**config.mk**
```make
export PLATFORM = sky130hd
export DESIGN_NAME = alu_exec_unit
export DESIGN_NICKNAME = d
export VERILOG_FILES = /design/src/rtl/alu_exec_unit.sv
export SDC_FILE = /design/constraint.sdc
export NUM_CORES = 1
export LEC_CHECK = 0
export ABC_CLOCK_PERIOD_IN_PS = 14250
export CAP_MARGIN = 20
export CORE_ASPECT_RATIO = 1.25
export CORE_UTILIZATION = 45
export CTS_CLUSTER_DIAMETER = 200
export DETAILED_ROUTE_END_ITERATION = 10
export GPL_ROUTABILITY_DRIVEN = 1
export PLACE_DENSITY = 0.66
export SYNTH_ARGS = -nofsm -noshare
export SYNTH_HDL_FRONTEND = slang
export SYNTH_SLANG_ARGS = --single-unit
```
**constraint.sdc**
```tcl
create_clock -name clk -period 14.25 [get_ports clk]
set_input_delay 3.5625 -clock clk [delete_from_list [all_inputs] [get_ports clk]]
set_output_delay 3.5625 -clock clk [all_outputs]
set_load 0.05 [all_outputs]
```
**src/rtl/alu_exec_unit.sv**
```systemverilog
// 32-bit execute-stage ALU with flags, registered result and branch adder.
// Result, flags and branch target are combinational; ALUout is registered.
module alu_exec_unit (
    input  logic        clk,
    input  logic        rst,
    input  logic [31:0] operandA,
    input  logic [31:0] operandB,
    input  logic [5:0]  opcode,
    input  logic [31:0] pc,
    input  logic [15:0] imm,
    output logic [31:0] result,
    output logic        zeroFlag,
    output logic        carryFlag,
    output logic        negativeFlag,
    output logic        greaterThanFlag,
    output logic        lessThanFlag,
    output logic [31:0] ALUout,
    output logic [31:0] branchAddress
);

    typedef enum logic [5:0] {
        OP_AND  = 6'd0,
        OP_ADD  = 6'd1,
        OP_SUB  = 6'd2,
        OP_OR   = 6'd3,
        OP_XOR  = 6'd4,
        OP_SLL  = 6'd5,
        OP_SRL  = 6'd6,
        OP_SRA  = 6'd7,
        OP_CMP  = 6'd8,
        OP_PASS = 6'd9,
        OP_NOT  = 6'd10
    } alu_op_t;

    logic [32:0] sum;
    logic [32:0] diff;
    logic [4:0]  shamt;

    // 33-bit add/sub so the top bit carries the carry-out or the borrow
    always_comb begin
        sum   = {1'b0, operandA} + {1'b0, operandB};
        diff  = {1'b0, operandA} - {1'b0, operandB};
        shamt = operandB[4:0];
    end

    // Operation select; undefined opcodes yield zero with no carry
    always_comb begin
        result    = 32'd0;
        carryFlag = 1'b0;
        case (opcode)
            OP_AND:  result = operandA & operandB;
            OP_ADD: begin
                result    = sum[31:0];
                carryFlag = sum[32];
            end
            OP_SUB, OP_CMP: begin
                result    = diff[31:0];
                carryFlag = diff[32];
            end
            OP_OR:   result = operandA | operandB;
            OP_XOR:  result = operandA ^ operandB;
            OP_SLL:  result = operandA << shamt;
            OP_SRL:  result = operandA >> shamt;
            OP_SRA:  result = $signed(operandA) >>> shamt;
            OP_PASS: result = operandB;
            OP_NOT:  result = ~operandA;
            default: result = 32'd0;
        endcase
    end

    // Result-derived flags and opcode-independent signed compare
    always_comb begin
        zeroFlag        = (result == 32'd0);
        negativeFlag    = result[31];
        greaterThanFlag = ($signed(operandA) > $signed(operandB));
        lessThanFlag    = ($signed(operandA) < $signed(operandB));
    end

    // Branch target: pc plus sign-extended offset, wrapping mod 2^32
    always_comb begin
        branchAddress = pc + {{16{imm[15]}}, imm};
    end

    // Registered copy of result every cycle; reset wins
    always_ff @(posedge clk) begin
        if (rst) begin
            ALUout <= 32'd0;
        end else begin
            ALUout <= result;
        end
    end

endmodule

```
==> qor.csv, run 1 <==
stage;metric;value;unit
pwr;PwrDens;61.3;nW/µm²
drt;ANT nets after route;0;
floorplan;core area;27000;µm²
cts;clock-pin transition on the worst setup and hold timing paths;0.05;ns
cts;CTS Hold Bufs;0;
setup_path;Crit. End Element;primary output;
floorplan;starting density of the core;0.462;
floorplan;Die Area;28400;µm²
synthesis;Post-synth EDFFs;0;
setup_path;critical path startpoint category;primary input;
synthesis;post-synthesis sequential area ratio;0.0513;
place;Inst Count DP;2200;
pwr;LEAKAGE;6.13;nW
pwr;worst vdd ir;0.0557;mV
synthesis;area share of fa/ha/maj cells after synthesis;0.138;
synthesis;Yosys cell types;93;
cts;Root Buffer;clkbuf_16;
floorplan;io pins;221;
synthesis;fraction of registers with async set/reset;0;
grt;first-pass GRT wire length;86800;µm
status;status;completed;
sta;worst slew pin tran;0.986;ns
cts;H-tree Lvls;2;
sta;final setup fails;0;
synthesis;Mapped Nets;1994;
finish;Reg with most FFs;ALUout;
synthesis;number of synthesis warnings;0;
cts;PostCTS Resize Cnt;0;
setup_path;biggest cell delay along the critical path;0.86;ns
finish;layout cells sized above 1;0.0741;
synthesis;Cells after Synth;1738;
sta;Final Slew Violations;0;
grt;largest net degree at the start of global routing;71;
synthesis;mapped cell area;12500;µm²
finish;Final nets;2119;
floorplan;Die W;151;µm
setup_path;WP data required;10.69;ns
finish;area delta synth->final;19.6;%
drt;via/cell ratio;6.94;
setup_path;Crit-path slowest cell;clkdlybuf4s50_1;
cts;Max Root-Sink Buffers;2;
finish;Non-Filler Instances;2208;
grt;Tot GR Track Use;0.401;
finish;design area;14900;µm²
finish;fillers;2694;
sta;Slew Limit Headroom;0.337;
worst_hold_path;Hold WC Path Type;in2reg;
drt;Routed wire per std cell;26.2;µm
drt;Iteration-0 DRC Markers;1929;
place;Cell Area, Placed;14800;µm²
grt;GRT overflow;0;
synthesis;Post-synth top flop;dfxtp_1;
flow_run;Max-cap violations;0;
drt;total wire length;57900;µm
synthesis;multiplexer area fraction after synthesis;0.158;
place;Final GP Congestion;0.977;
synthesis;area share of and/or/nand/nor cells after synthesis;0.228;
finish;diode count;0;
synthesis;compound-gate portion of the synthesized area;0.316;
sta;RSZ-0062 raised after global routing;false;
grt;vias in the first global route;14300;
floorplan;num rows;67;
sta;Sum Neg Setup Slack;0;ns
cts;clock sink count;32;
grt;initial antenna violation count;2;
floorplan;Die Span Y;188;µm
setup_path;CP Max Fanout;7;
drt;Remaining DRCs;0;
sta;Max Freq;0.0777;GHz
setup_path;Critical Path AT;9.31;ns
cts;post-CTS setup buffer count;0;
sta;Final Hold Slack;4.04;ns
setup_path;critical path, cell by cell;clkdlybuf4s50_1 > ha_1 > fa_1 > a211oi_1 > nor3_1 > a311oi_1 > o211ai_1 > a21oi_1 > mux2i_1 > nand3_1 > or4_1 > nor4_2 > nand4_1 > nor4_2 > clkdlybuf4s50_1;
place;Detailed Place HPWL;46100;µm
drt;first drt pass iteration count;6;
synthesis;largest family of logic cells by synthesized area;compound AO/OA/AOI/OAI gates;
setup_path;kind of critical path;in2out;
drt;total number of vias;15300;
sta;min Tclk post-route;12.88;ns
synthesis;Synth Area in XOR/XNOR;0.0281;
cts;Num CTS Buffers;5;
synthesis;post-synthesis register bit count;32;
synthesis;Mapped Avg Cell Area;7.18;µm²
cts;CTS tree;done;
place;port buffer count;220;
finish;max FFs per register;32;
sta;crit share post-route;0.904;
finish;fin util;0.553;
sta;Fin. Hold Viols;0;
finish;Top Registers;ALUout x32;
==> worst max-delay path: cells and delay by family <==
family | cells | cell delay (ns)
muxes | 1 | 0.31
and+or+nand+nor | 6 | 1.51
AOI/OAI and AO/OA | 4 | 1.70
adders and majority gates | 2 | 0.77
buffers and inverters | 2 | 1.44
==> metal layers <==
metal  track usage  part of all wire  routed length [µm]  vias up
met5             0           0.00029                  17        -
met4         0.220             0.062                3590        2
met3        0.0599              0.10                5960      233
met2         0.637              0.45               26200     1116
met1         0.513              0.38               22100     7177
li1              -                 -                   -     6792
==> cell families after synthesis <==
logic type,after synthesis
buffers and inverters,245
DFF,32
adders and majority gates,136
muxes,140
AOI/OAI and AO/OA,563
and+or+nand+nor,582
xor gates and xnor gates,40
==> worst paths after layout <==
| path | from | end | slack (ns) | depth (start not counted) |
|---|---|---|---|---|
| worst min-delay path | operandB[3] | ALUout[3] | 4.04 | 6 |
| worst max-delay path | operandA[0] | zeroFlag | 1.37 | 15 |
==> cells in the mapped netlist, types with 8 or more instances <==
| cell | n | share of area |
|---|---|---|
| or3_1 | 18 | 0.0090 |
| and2_1 | 12 | 0.0060 |
| and3_1 | 14 | 0.0070 |
| a221o_1 | 10 | 0.0080 |
| a22oi_1 | 11 | 0.0066 |
| inv_1 | 107 | 0.032 |
| o21ai_1 | 8 | 0.0032 |
| o2111ai_1 | 9 | 0.0063 |
| nor2_1 | 151 | 0.045 |
| nand3_1 | 42 | 0.017 |
| o31ai_1 | 18 | 0.011 |
| buf_1 | 15 | 0.0045 |
| o21ai_0 | 82 | 0.033 |
| ha_1 | 133 | 0.13 |
| or2_2 | 9 | 0.0045 |
| buf_2 | 22 | 0.0088 |
| mux2_2 | 18 | 0.016 |
| nor2b_1 | 36 | 0.018 |
| nor4_1 | 22 | 0.011 |
| xor2_1 | 11 | 0.0077 |
| o21bai_1 | 9 | 0.0054 |
| o22ai_1 | 25 | 0.013 |
| nand2_1 | 157 | 0.047 |
| xnor2_1 | 29 | 0.020 |
| o211ai_1 | 38 | 0.023 |
| o221ai_1 | 23 | 0.016 |
| mux2_1 | 10 | 0.0090 |
| a21oi_1 | 115 | 0.046 |
| nand2b_1 | 24 | 0.012 |
| mux2i_1 | 67 | 0.054 |
| a221oi_1 | 23 | 0.016 |
| a31oi_1 | 17 | 0.0085 |
| dfxtp_1 | 32 | 0.051 |
| a211oi_1 | 32 | 0.019 |
| nor3_1 | 52 | 0.021 |
| clkbuf_1 | 89 | 0.027 |
| mux4_2 | 40 | 0.072 |
| nand4_1 | 12 | 0.0060 |
| a21o_1 | 24 | 0.014 |
| nor3b_1 | 9 | 0.0054 |
| o21a_1 | 15 | 0.0090 |
==> placed cells by master, fill, tap and decap left out, types with 24 or more instances in the layout <==
cell	n
xnor2_1	29
inv_1	107
dfxtp_1	32
o22ai_1	25
nand3_1	42
o211ai_1	38
nand2b_1	24
nor2_1	151
ha_1	133
mux2i_1	67
nand2_1	157
nor2b_1	36
a21o_1	24
buf_4	33
nor3_1	51
a21oi_1	115
mux4_2	40
o21ai_0	82
a211oi_1	32
clkdlybuf4s50_1	216
==> where the power goes <==
part           total [W]  switching [W]  internal (W)
Sequential     0.0000972     0.00000142     0.0000958
Combinational   0.000708       0.000456      0.000252
Clock           0.000111      0.0000377     0.0000731
==> area by class of cell <==
class                      instances  area, µm²  share of cell area
clock buffer                       7        153              0.0102
inverter                         109        409              0.0274
multi-input combinational       1461      10800               0.726
sequential                        32        641              0.0429
tap                              345        432              0.0289
timing repair buffer             254       2450               0.164
==> through the flow <==
step	total power, W	setup slack [ns]
2_1_floorplan	0.000558	1.75
3_3_place_gp	0.000787	1.49
3_5_place_dp	0.000789	1.49
4_1_cts	0.000904	1.43
5_1_grt	0.000959	1.07
6_report	0.000916	1.37
Power figures use the tool's default switching activity.
==> run 2: changes to the inputs <==
Settings changed: SLEW_MARGIN set to 20.
==> run 2 against run 1 <==
Effect of this change:
- sequential power is essentially flat
- largest power group unchanged
- total power shrank 0.17%
- via count shrank 0.80%
- highest routed layer unchanged
- critical endpoint unchanged
- first-iteration DRC count shrank 3.8%
- sequential share of layout area is essentially flat
- utilization is essentially flat
==> qor.csv, run 2 (synthesized netlist as in run 1, its figures left out) <==
stage;metric;value;unit
cts;Num CTS Buffers;5;
floorplan;Die W;151;µm
grt;vias in the first global route;14300;
sta;final setup fails;0;
sta;Final Slew Violations;0;
drt;DR top layer;met5;
drt;Routed wire per std cell;26.2;µm
finish;most common cell after layout, fill and taps aside;clkdlybuf4s50_1;
finish;Final nets;2118;
drt;met2 WL;26300;µm
finish;max FFs per register;32;
sta;Slew Limit Headroom;0.336;
sta;min Tclk post-route;12.87;ns
setup_path;critical path startpoint category;primary input;
floorplan;starting density of the core;0.462;
pwr;Sw Share;0.540;
grt;first-pass GRT wire length;86800;µm
pwr;Design Power;0.000914;W
floorplan;Die Area;28400;µm²
cts;PostCTS Resize Cnt;0;
flow_run;Max-cap violations;0;
pwr;LEAKAGE;6.13;nW
place;Detailed Place HPWL;46100;µm
pwr;Combinational Power Share;0.773;
cts;Root Buffer;clkbuf_16;
drt;wl on met1;22100;µm
floorplan;Die Span Y;188;µm
pwr;Psw;0.000494;W
sta;crit share post-route;0.903;
floorplan;core area;27000;µm²
grt;Tot GR Track Use;0.401;
sta;setup ws final;1.38;ns
finish;layout cells sized above 1;0.0741;
cts;CTS Hold Bufs;0;
cts;clock-pin transition on the worst setup and hold timing paths;0.05;ns
finish;multi-input logic area;10800;µm²
drt;via/cell ratio;6.89;
cts;H-tree Lvls;2;
drt;total number of vias;15200;
floorplan;io pins;221;
floorplan;num rows;67;
pwr;cell internal pwr;0.000421;W
finish;most frequent cells in the layout;216 x clkdlybuf4s50_1, 157 x nand2_1, 151 x nor2_1;
cts;post-CTS setup buffer count;0;
sta;Max Freq;0.0777;GHz
pwr;PwrDens;61.2;nW/µm²
sta;Final Hold Slack;4.04;ns
drt;ANT nets after route;0;
sta;Fin. Hold Viols;0;
sta;RSZ-0062 raised after global routing;false;
cts;CTS tree;done;
pwr;worst vdd ir;0.0557;mV
setup_path;WP data required;10.69;ns
finish;Reg area;641;µm²
setup_path;CP Max Fanout;11;
finish;Reg with most FFs;ALUout;
drt;Iteration-0 DRC Markers;1856;
finish;area delta synth->final;19.7;%
drt;first drt pass iteration count;6;
drt;total wire length;57900;µm
grt;initial antenna violation count;2;
finish;Top Registers;ALUout x32;
cts;clock sink count;32;
setup_path;kind of critical path;in2out;
sta;worst slew pin tran;0.987;ns
pwr;Clock Power Share;0.121;
finish;fillers;2692;
grt;largest net degree at the start of global routing;71;
place;Final GP Congestion;0.977;
setup_path;Critical Path AT;9.31;ns
drt;Remaining DRCs;0;
worst_hold_path;Hold WC Path Type;in2reg;
finish;diode count;0;
drt;met3 wire length;5870;µm
place;pre-CTS WS;1.49;ns
grt;GRT overflow;0;
setup_path;Crit. End Element;primary output;
status;status;completed;
place;port buffer count;220;
pwr;register share of total power;0.106;
cts;Max Root-Sink Buffers;2;
sta;Sum Neg Setup Slack;0;ns
[run 2: worst max-delay path: stages]
cell and delay, ns:
clkdlybuf4s50_1 0.73, inv_1 0.09, ha_1 0.46, a211oi_1 0.51, nor3_1 0.20, a311oi_1 0.78, o211ai_1 0.19, a21oi_1 0.30
mux2i_1 0.31, nand3_1 0.13, or4_1 0.56, nor4_2 0.24, nand4_1 0.15, nor4_2 0.23, clkdlybuf4s50_1 0.86
[run 2: through the flow]
stage	utilization	instances	area [µm²]
after floorplan	-	1738	12500
after global placement	0.547	2200	14800
after detailed placement	0.547	2200	14800
after CTS	0.553	2207	14900
after global routing	0.553	2207	14900
final	0.553	2207	14900
[run 2: final cells by class]
class,count,area share
multi-input cells,1461,0.727
repair buffers,253,0.164
flip-flops and latches,32,0.0429
well taps,345,0.0289
inverters,109,0.0274
clock buffers,7,0.0102
[run 2: per-layer routing]
| metal | track usage | vias up |
|---|---|---|
| met5 | 0 | - |
| li1 | - | 6793 |
| met1 | 0.513 | 7170 |
| met4 | 0.220 | 2 |
| met3 | 0.0599 | 215 |
| met2 | 0.637 | 1017 |
[run 2: power by group through the flow]
stage,logic (W),clock network (W),registers [W]
6_report,0.000706,0.000110,0.0000972
5_1_grt,0.000746,0.000116,0.0000980
4_1_cts,0.000693,0.000113,0.0000973
3_5_place_dp,0.000690,0,0.0000991
3_3_place_gp,0.000689,0,0.0000989
2_1_floorplan,0.000437,0,0.000121
[run 2: path summary, 6_finish.rpt]
kind | startpoint | to | slack [ns] | cells past startpoint
worst min-delay path | operandB[3] | ALUout[3] | 4.04 | 6
worst max-delay path | operandA[2] | zeroFlag | 1.38 | 15
==> run 3: changes to the inputs <==
Settings changed: TNS_END_PERCENT set to 100.
==> results of run 3 <==
No change in the layout: final DEF, timing and power equal those of run 2.
